## config.mk

```make
export PLATFORM = sky130hd
export DESIGN_NAME = shift_left_reg8
export DESIGN_NICKNAME = d
export VERILOG_FILES = /design/src/rtl/shift_left_reg8_pkg.sv /design/src/rtl/shift_left_reg8.sv
export SDC_FILE = /design/constraint.sdc
export NUM_CORES = 1
export LEC_CHECK = 0
export BUFFER_PORTS_ARGS = -buffer_cell sky130_fd_sc_hd__buf_2
export CORE_AREA = 3 3 40 42
export CTS_CLUSTER_SIZE = 25
export DETAILED_ROUTE_END_ITERATION = 10
export DIE_AREA = 0 0 43 45
export GPL_TIMING_DRIVEN = 0
export SETUP_SLACK_MARGIN = 0.3
export SYNTH_ARGS = -nofsm -noshare
export SYNTH_HDL_FRONTEND = slang
export SYNTH_SLANG_ARGS = --single-unit
```

## constraint.sdc

```tcl
create_clock -name clk -period 0.84 [get_ports clk]
set_input_delay 0.126 -clock clk [delete_from_list [all_inputs] [get_ports clk]]
set_output_delay 0.126 -clock clk [all_outputs]
set_load 0.005 [all_outputs]
```

## src/rtl/shift_left_reg8_pkg.sv

```systemverilog
// Shared operation encoding for the shift_left_reg8 left-shift register.
// The next-state mux in the top module selects its input from these values.
package shift_left_reg8_pkg;

   typedef enum logic [1:0] {
      OP_HOLD  = 2'd0,
      OP_LOAD  = 2'd1,
      OP_SHIFT = 2'd2
   } op_e;

   // Reset is handled separately in the flop, so only en and ldsh are decoded here.
   function automatic op_e decode_op(input logic en, input logic ldsh);
      if (!en)
         return OP_HOLD;
      else if (ldsh)
         return OP_LOAD;
      else
         return OP_SHIFT;
   endfunction

endpackage

```

## src/rtl/shift_left_reg8.sv

```systemverilog
// N-bit left-shift register with synchronous parallel load, clock enable,
// serial input into bit 0, and serial output taken from the MSB.
module shift_left_reg8
   import shift_left_reg8_pkg::*;
#(
   parameter int N = 8
) (
   input  logic         clk,
   input  logic         rst,
   input  logic         en,
   input  logic         ldsh,
   input  logic         SI,
   input  logic [N-1:0] d,
   output logic         SO,
   output logic [N-1:0] q
);

   op_e          op;
   logic [N-1:0] q_d;
   logic [N-1:0] q_q;

   always_comb begin
      op  = decode_op(en, ldsh);
      q_d = q_q;
      case (op)
         OP_LOAD:  q_d = d;
         OP_SHIFT: q_d = {q_q[N-2:0], SI};
         default:  q_d = q_q;
      endcase
   end

   always_ff @(posedge clk) begin
      if (rst)
         q_q <= '0;
      else
         q_q <= q_d;
   end

   // SO is taken straight from the state flop, with no extra register stage.
   assign q  = q_q;
   assign SO = q_q[N-1];

endmodule

```

==> flow_summary.json <==
{
  "grt_max_degree": 11,
  "dp.cells": 70,
  "synth-simple-area-share": 0.0936,
  "num_io_pins": 22,
  "synth_nets": 50,
  "grt_usage": 0.104,
  "wl_per_cell_microns": 11.8,
  "core_area_sq_um": 1280,
  "setup_viol": 1,
  "syn_area_per_cell_sq_um": 10.1,
  "powerDensity_nw_per_um2": 1540,
  "synth_xor_area_frac": 0,
  "largest_register_ffs": 8,
  "die_w_microns": 43,
  "crit_required_ns": 0.71,
  "dp_hpwl_microns": 620,
  "hold_viol": 0,
  "path_clk_slew_ns": 0.06,
  "synth_top_family_by_area": "multiplexers",
  "fin_skew_ns": 0.00428,
  "synth_ff_type": "dfxtp_1",
  "worst_path_most_repeated_cell": "buf_6",
  "ff_latch_area_sq_um": 170,
  "nNetsFinal": 78,
  "post_dp_cell_area_sq_um": 514,
  "drv_slew": 0,
  "rows": 13,
  "die_y_microns": 45,
  "io_buffers": 18,
  "worst_slack_ns": -0.0776,
  "ys_top_cells_by_count": "8 x a211oi_1, 8 x dfxtp_1, 8 x mux2i_1",
  "setup.worst_path.start_class": "flip-flop",
  "fillCellCount": 136,
  "ys_top_cells_by_area": "dfxtp_1 43%, mux2i_1 21%, a211oi_1 16%",
  "fin_crit_ns": 0.918,
  "rsz0062_at_grt": "yes",
  "cts_num_sinks": 8,
  "criticalPathCategory": "reg2out",
  "synth-adder-area-share": 0,
  "cpPeakStageDelay_ns": 0.33,
  "die-area_sq_um": 1940,
  "power_frac_clock": 0.319,
  "syn_to_final_growth_pct": 71.9,
  "multi_input_area_sq_um": 223,
  "yosysTopAreaCellShare": 0.428,
  "reg2reg_from": "q[4]",
  "hold_start": "en",
  "p_sw_uw": 268,
  "pwr-share-seq": 0.438,
  "p_int_uw": 720,
  "antenna_found_initial": 0,
  "ant_nets": 0,
  "critPathMaxFanout": 3,
  "synth.area.mux_share": 0.214,
  "vias_per_cell": 4.73,
  "finalWeightedCongestion": 0.646,
  "fmax_ghz": 1.09,
  "fin_area_sq_um": 643,
  "start_util": 0.291,
  "hp-class": "in2reg",
  "grt_first_pass_wirelength_mm": 1.43,
  "cts_made_buffers": 3,
  "mappedNetlistArea_sq_um": 374,
  "leakagePower_nw": 0.301,
  "synth_edf_count": 0,
  "maxCapViolations": 0,
  "synth.yosys.seq_area_share": 0.428,
  "vias": 369,
  "insertion_delay_ns": 0.26,
  "cts_tree": "yes",
  "holdWs_ns": 0.159,
  "crit_arrival_ns": 0.79,
  "timing.final.crit_share": 1.09,
  "max_slew_margin": 0.692,
  "routed_wl_microns": 920,
  "synth_area_leader_cell": "dfxtp_1",
  "drc_errors": 0,
  "synthArstFlopShare": 0,
  "violations": "negative setup slack",
  "drive_above_1_share": 0.762,
  "status": "finished, violations left",
  "ys_ff_latch": 8,
  "tightest_slew_ns": 0.463,
  "synth_cells": 37,
  "grt_pass1_vias": 315,
  "end_kind": "primary output",
  "drt_iter0_markers": 2,
  "overflow": 0,
  "antenna_cells": 0,
  "path_buf_inv": 2,
  "synth-compound-area-share": 0.161,
  "ir_drop_mv": 0.645,
  "dr.pass1.iters": 4,
  "yosysUniqueCellTypes": 9,
  "p_sw_frac": 0.272,
  "p_comb_frac": 0.243,
  "crit_path_top_delay_cell": "dfxtp_2",
  "path_delay_family": "flip-flops",
  "cts_root_buf": "clkbuf_4",
  "yosysWarnings": 0,
  "clk_path_buf_depth": 2,
  "cp-startpoint": "q[7]",
  "instances_no_fill": 78,
  "htree_levels": 1,
  "crit_chain": "buf_6 -> buf_6"
}
[power by group through the flow]
stage	sequential [mW]	combinational, mW	clock, mW
2_1_floorplan	0.443	0.103	0
4_1_cts	0.432	0.209	0.314
3_3_place_gp	0.440	0.170	0
5_1_grt	0.438	0.258	0.333
3_5_place_dp	0.441	0.171	0
6_report	0.433	0.240	0.315
[cell families (layout without fill, tap and decap cells)]
kind of cell	after synthesis	after routing
compound gates	8	8
simple gates	8	8
buf+inv	5	31
mux	8	8
flops	8	8
[cell usage in the layout, fill, tap and decap left out, drive strengths merged]
master / Yosys / routed
a211oi: 8 / 8
nor2: 8 / 8
dfxtp: 8 / 8
clkbuf: 1 / 4
buf: 4 / 27
mux2i: 8 / 8
[routing by layer]
metal | share of wire | up-vias | track usage | routed length (microns)
li1 | - | 183 | - | -
met1 | 0.42 | 167 | 0.132 | 385
met2 | 0.46 | 16 | 0.132 | 420
met3 | 0.10 | 3 | 0.0558 | 96
met4 | 0.018 | 0 | 0.0723 | 17
met5 | 0 | - | 0 | 0
[final timing paths]
| check | endpoint | slack, ns | cells after the start |
|---|---|---|---|
| worst max-delay path | q[7] | -0.08 | 2 |
| worst min register to register | q[3] | 0.51 | 2 |
| worst max register to register | q[5] | 0.01 | 3 |
| worst min-delay path | q[2] | 0.16 | 3 |
[final cells by class]
cell class,instances,area share
repair buffers,23,0.239
well taps,15,0.0292
flip-flops and latches,8,0.265
plain buffers,5,0.0856
multi-input cells,24,0.346
clock buffers,3,0.0350
[stage by stage]
step	power [mW]	util	setup slack [ns]	setup TNS, ns
global route	1.03	0.500	-0.100	-0.202
detailed placement	0.612	0.400	0.130	0
global placement	0.610	0.400	0.127	0
floorplan	0.546	-	0.176	0
CTS	0.955	0.462	-0.0755	-0.0755
finish	0.988	0.500	-0.0776	-0.0776
[worst reg2reg max path, stage by stage (launching register included)]
cell and delay, ns:
dfxtp_2 0.34, buf_4 0.12, mux2i_1 0.06, a211oi_1 0.21
[repair_timing]
action	in CTS	in global routing
gates resized for setup	7	9
hold buffers	0	0
buffers inserted	4	1
endpoints found under the setup margin	17	17
gates cloned	0	0
pin swaps	9	4
No activity file was read; power rests on OpenSTA's default activity.
